## src/rtl/arith_pkg.sv

```systemverilog
// Shared definitions for the sequential arithmetic set (multiply-add and divider):
// FSM state encoding and the iteration-counter width helper.
package arith_pkg;

  typedef enum logic [1:0] {
    ST_IDLE = 2'd0,
    ST_RUN  = 2'd1,
    ST_DONE = 2'd2
  } state_t;

  // Bits needed to hold values 0..v-1; called with WIDTH+1 so cnt can hold WIDTH.
  function automatic int unsigned clog2(input int unsigned v);
    int unsigned r;
    r = 0;
    for (int unsigned i = 0; i < 32; i++) begin
      if ((64'd1 << i) < 64'(v)) r = i + 1;
    end
    return r;
  endfunction

endpackage

```

## src/rtl/mul_add_step.sv

```systemverilog
// One shift-add iteration: conditional accumulate of the multiplicand, then shift
// multiplicand left and multiplier right. Purely combinational.
module mul_add_step #(
  parameter int unsigned WIDTH = 4
) (
  input  logic [2*WIDTH-1:0] acc,
  input  logic [2*WIDTH-1:0] mcand,
  input  logic [WIDTH-1:0]   mult,
  output logic [2*WIDTH-1:0] acc_next,
  output logic [2*WIDTH-1:0] mcand_next,
  output logic [WIDTH-1:0]   mult_next
);

  always_comb begin
    acc_next   = mult[0] ? (acc + mcand) : acc;
    mcand_next = mcand << 1;
    mult_next  = mult >> 1;
  end

endmodule

```

## src/rtl/seq_mul_add.sv

```systemverilog
// Sequential unsigned multiply-accumulate: result = a*b + addend over WIDTH cycles.
// Optional SEQ_MUL_EARLY_DONE_EN ends RUN as soon as the remaining multiplier bits are zero.
module seq_mul_add
  import arith_pkg::*;
#(
  parameter int unsigned WIDTH = 4
) (
  input  logic               clk,
  input  logic               rst_n,
  input  logic               start,
  input  logic [WIDTH-1:0]   a,
  input  logic [WIDTH-1:0]   b,
  input  logic [WIDTH-1:0]   addend,
  output logic               ready,
  output logic               done,
  output logic [2*WIDTH-1:0] result
);

  localparam int unsigned CW = clog2(WIDTH + 1);

  state_t             state, state_next;
  logic [2*WIDTH-1:0] acc, mcand, acc_next, mcand_next;
  logic [WIDTH-1:0]   mult, mult_next;
  logic [CW-1:0]      cnt;
  logic               last;

  mul_add_step #(.WIDTH(WIDTH)) u_step (
    .acc        (acc),
    .mcand      (mcand),
    .mult       (mult),
    .acc_next   (acc_next),
    .mcand_next (mcand_next),
    .mult_next  (mult_next)
  );

`ifdef SEQ_MUL_EARLY_DONE_EN
  // Once the shifted multiplier is zero every later step adds nothing.
  assign last = (cnt == CW'(1)) || (mult_next == '0);
`else
  assign last = (cnt == CW'(1));
`endif

  always_ff @(posedge clk or negedge rst_n) begin
    if (!rst_n) state <= ST_IDLE;
    else        state <= state_next;
  end

  always_comb begin
    state_next = state;
    ready      = 1'b0;
    done       = 1'b0;
    case (state)
      ST_IDLE: begin
        ready = 1'b1;
        if (start) state_next = ST_RUN;
      end
      ST_RUN:  if (last) state_next = ST_DONE;
      ST_DONE: begin
        done       = 1'b1;
        state_next = ST_IDLE;
      end
      default: state_next = ST_IDLE;
    endcase
  end

  always_ff @(posedge clk or negedge rst_n) begin
    if (!rst_n) begin
      acc    <= '0;
      mcand  <= '0;
      mult   <= '0;
      cnt    <= '0;
      result <= '0;
    end else begin
      case (state)
        ST_IDLE: if (start) begin
          acc   <= {{WIDTH{1'b0}}, addend};
          mcand <= {{WIDTH{1'b0}}, a};
          mult  <= b;
          cnt   <= CW'(WIDTH);
        end
        ST_RUN: begin
          acc   <= acc_next;
          mcand <= mcand_next;
          mult  <= mult_next;
          cnt   <= cnt - CW'(1);
          if (last) result <= acc_next;
        end
        default: ;
      endcase
    end
  end

endmodule
```

## config.mk

```make
export PLATFORM = sky130hd
export DESIGN_NAME = seq_mul_add
export DESIGN_NICKNAME = d
export VERILOG_FILES = /design/src/rtl/arith_pkg.sv /design/src/rtl/mul_add_step.sv /design/src/rtl/seq_mul_add.sv
export SDC_FILE = /design/constraint.sdc
export NUM_CORES = 1
export LEC_CHECK = 0
export ABC_AREA = 0
export CORE_MARGIN = 2
export CORE_UTILIZATION = 50
export CTS_CLUSTER_DIAMETER = 40
export DETAILED_ROUTE_END_ITERATION = 6
export HOLD_SLACK_MARGIN = 0.12
export MAX_ROUTING_LAYER = met4
export PLACE_DENSITY = 0.78
export RECOVER_POWER = 50
export REMOVE_ABC_BUFFERS = 1
export SKIP_CTS_REPAIR_TIMING = 1
export SLEW_MARGIN = 20
export SYNTH_ARGS = -nofsm -noshare
export SYNTH_HDL_FRONTEND = slang
export SYNTH_SLANG_ARGS = --single-unit
```

## constraint.sdc

```tcl
create_clock -name clk -period 3.1 [get_ports clk]
set_input_delay 0.93 -clock clk [delete_from_list [all_inputs] [get_ports clk]]
set_output_delay 0.93 -clock clk [all_outputs]
set_load 0.1 [all_outputs]
```

# Word-level counts from Yosys, hierarchy flattened
# Cells that the tools add are included.
# classes
n_reduce_logical,5
n_addsub,2
n_mux,14
eq_ne,5
# op_table
operator,n
$pmux 8 s2,2
$mux 8,3
$add 8x8->8,1
$pmux 4 s2,1
$pmux 3 s2,1
$reduce_and 2->1,3
$mux 2,2
$mux 4,1
$ne 2x2->1 const B,2
$pmux 2 s2,1
$eq 3x1->1 const B,1
$mux 3,1
$sub 3x1->3 const B,1
$eq 2x1->1 const B,1
$eq 2x2->1 const B,1
$logic_not 2->1,1
$mux 1,2
$reduce_bool 2->1,1
# totals
ff_bits,33
out_inout_bits,10
input_bits,15
wordCells,32

# Depth between registers and ports, before layout
# logic_depth
depth_word,3
ltp_mapped,9
ltp_nobuf,9

# Hierarchy
# From an unflattened synthesis, not the netlist that was laid out.
# hier_totals
hier_cells,184
hier_area_um2,1956.9
# by_module_without_submodules
module,seq_area_each_um2,instances,area_per_inst_um2,cells_per_inst
seq_mul_add,825.8,1,1430.1,116
mul_add_step,0.0,1,526.8,68

# Worst setup path after synthesis
# OpenSTA, ideal clock, no wires.
# synth_path
path_type,register -> register
startpoint,register state[0]
endpoint,register acc[1]
arrival_time_ns,2.772
setup_slack_ns,0.202
setup_ns,0.126
stages_incl_launch_ff,6
path_buffers,0
cell_sequence,dfrtp_1 > nor2_1 > nand2_1 > nand2_1 > o21ai_1 > a221o_1
# synth_between
elab_chain_len,3
# synth_rtl
item,line_no,rtl
start: declaration,seq_mul_add.sv:21,"state_t state, state_next;"
start signal: assignment,seq_mul_add.sv:45,else state <= state_next;
$eq 2x1->1 or $logic_not 2->1 (tied branches),seq_mul_add.sv:74,case (state)
$reduce_bool 2->1 (no source line) or $ne 2x2->1 (tied branches),-,
$reduce_and 2->1 (no source line),-,
end signal: assignment,seq_mul_add.sv:76,"acc <= {{WIDTH{1'b0}}, addend};"
end signal: assignment,seq_mul_add.sv:82,acc <= acc_next;
end: declaration,seq_mul_add.sv:22,"logic [2*WIDTH-1:0] acc, mcand, acc_next, mcand_next;"
# Parallel ways exist; a longest one is shown, timed or not.
# A chain may end at the register's enable or synchronous reset.

# Worst setup path after layout
# layout_path
startpoint,input port start
endpoint,register acc[1]
# layout_between
elab_chain_len,2
# layout_rtl
item,line_no,rtl
start: declaration,seq_mul_add.sv:10,"input logic start,"
$ne 2x2->1 (no source line),-,
$reduce_and 2->1 (no source line),-,
# Every way passes these cells.

==> out/results.tsv <==
metric	value	unit
die_h	63.06	µm
via_per_inst	5.469	
max_cap_violations	0	
yosys-top-cells-area	dfrtp_1 47%, nand2_1 7.5%, ha_1 6.5%	
status	completed	
place_hpwl	2561	µm
synth-async-reset-ratio	100.0	%
clock-sinks	33	
vias	1411	
place_area	1993	µm²
path_common_cell	nand2_1	
multi_input_area	853.3	µm²
ys_warn_count	0	
synth.distinct_cells	34	
synth_commonest_cells	35 x nand2_1, 33 x dfrtp_1, 17 x o21ai_0	
post-route-drc-count	0	
worstPathArrival	2390	ps
overflow	0	
numCtsBuffers	5	
cts_root_buf	clkbuf_4	
port_buffers	24	
timing.reg2reg.setup_slack	980	ps
layout.nets	237	
grt_first_pass_wirelength	6354	µm
dieArea	3977	µm²
fp.dieW	63.06	µm
worstSetupPathType	in2reg	
min_path_cells	2	
antenna_found_initial	0	
seqCellArea	825.8	µm²
io_pins	25	
fin_crit	2172	ps
gp_congestion	0.8456	
hold_violations	0	
cpLargestDelayFamily	compound AO/OA/AOI/OAI gates	
synth_top_cell_area_share	47.35	%
n_antenna_cell	0	
crit_fanout	10	
wire_per_inst	14.11	µm
drv_slew	0	
nFillCells	300	
postSynthAreaPerCell	9.278	µm²
slew_headroom	36.36	%
routed_wl	3641	µm
skew	13.75	ps
cp_slowest_cell	dlygate4sd3_1	
ys_ff_latch	33	
finalSetupViolCount	0	
regToRegEndpoint	result[6]$_DFFE_PN0P_	
holdPathEnd	result[5]$_DFFE_PN0P_	
drtIter0Drc	75	
areaGrowthSynthToFinish	17.43	%
period_share	70.06	%
end_kind	flip-flop	
cts.clk_slew.worst_paths	100	ps
rows	21	
cp_num_buf_inv	1	
final_area	2048	µm²
ff2ff_path_depth	6	
drive_gt1_share	10.85	%
cts_tree	yes	
cts.path.max_buffers	2	
fmax	460.4	MHz
grt_usage	21.26	%
yosysSeqAreaShare	47.35	%
initial_utilization	52.27	%
dr.pass1.iters	4	
crit_chain	dlygate4sd3_1 -> nand2_1 -> nand2_1 -> o21ai_1 -> a221o_1	
grt_setup_unrepaired	no	
hold_class	reg2reg	
syn_area	1744	µm²
start_kind	input pin	
fin_tns_setup	0	ps
synth_edf_count	0	
crit_start	start	
synth_most_common_cell	nand2_1	
min-delay-start	result[5]$_DFFE_PN0P_	
clk_latency	330	ps
reg2reg_from	state[1]$_DFFE_PN0P_	
synth_ff_type	dfrtp_1	
grt_pass1_vias	1395	
synth_cells	188	
yosys.area.top_type	dfrtp_1	
tightest_slew	954.0	ps
coreArea	3337	µm²
cts_htree_levels	2	
grt_max_degree	34	
slowest_delay	530	ps
cp.required	3320	ps
ant_nets	0	
[how the worst max path moves through the flow]
stage	slack, ps	endpoint	depth (start not counted)
after CTS	920	ready	2
after detailed placement	620	acc[1]$_DFFE_PN0P_	5
final	930	acc[1]$_DFFE_PN0P_	5
after floorplan	190	acc[1]$_DFFE_PN0P_	5
after global placement	710	acc[1]$_DFFE_PN0P_	5
after global routing	820	result[6]$_DFFE_PN0P_	7
[metrics by stage]
stage / setup WS (ps) / utilization (%) / hold slack [ps] / std cells
4_1_cts: 917.8 / 61.38 / 523.8 / 258
6_report: 928.0 / 61.38 / 512.8 / 258
3_5_place_dp: 619.2 / 59.73 / 500.5 / 251
2_1_floorplan: 188.7 / - / 468.8 / 179
3_3_place_gp: 710.0 / 59.73 / 481.6 / 251
5_1_grt: 821.7 / 61.38 / 546.7 / 258
[metal layers]
| layer | track usage, % | wire, µm |
|---|---|---|
| met1 | 25.53 | 1600 |
| met5 | - | 0 |
| met4 | 7.222 | 32 |
| met2 | 34.31 | 1864 |
| met3 | 6.250 | 144 |
[placed cells by master (no fill, tap or decap), types with 2 or more instances in the layout]
| cell type | netlist | final |
|---|---|---|
| clkbuf_4 | 0 | 5 |
| dfrtp_1 | 33 | 33 |
| a21oi_1 | 12 | 12 |
| a221o_1 | 2 | 2 |
| nand2_1 | 35 | 35 |
| nor2b_1 | 4 | 4 |
| clkdlybuf4s50_1 | 0 | 12 |
| nand3_1 | 6 | 6 |
| o21ai_0 | 17 | 17 |
| o21a_1 | 2 | 2 |
| buf_4 | 0 | 12 |
| a31oi_1 | 6 | 6 |
| dlygate4sd3_1 | 0 | 2 |
| ha_1 | 9 | 9 |
| mux2_2 | 3 | 3 |
| a32o_1 | 2 | 2 |
| xor2_1 | 4 | 4 |
| mux2i_1 | 6 | 6 |
| inv_1 | 7 | 7 |
| nor2_1 | 15 | 15 |
[state kept, by name (all words and copies together), names as in the netlist]
| name | flops |
|---|---|
| acc | 8 |
| mcand | 8 |
| result | 8 |
| mult | 4 |
| cnt | 3 |
| state | 2 |
[tightest hold or removal path: cells and delay by family, from the launching register on]
kind | cells | cell delay, ps
flip-flops | 1 | 350
multiplexers | 1 | 60
AO/OA/AOI/OAI | 1 | 60
[kinds of logic (layout without fill, tap and decap cells)]
kind of cell,count (synthesis),count (layout),synth area share (%)
compound gates,45,45,15.35
xor+xnor,5,5,2.511
fa+ha+maj,10,10,7.604
buf+inv,16,40,3.730
flops,33,33,47.35
mux,9,9,5.380
simple gates,70,70,18.08
[final cells by class]
type	count	share of cell area, %
multi-input cells	139	41.66
flip-flops and latches	33	40.32
repair buffers	26	11.24
well taps	46	2.810
clock buffers	7	2.688
inverters	7	1.283
Power is not shown: default switching activity piles up to over one toggle a cycle in this logic, so the estimate is an artifact.
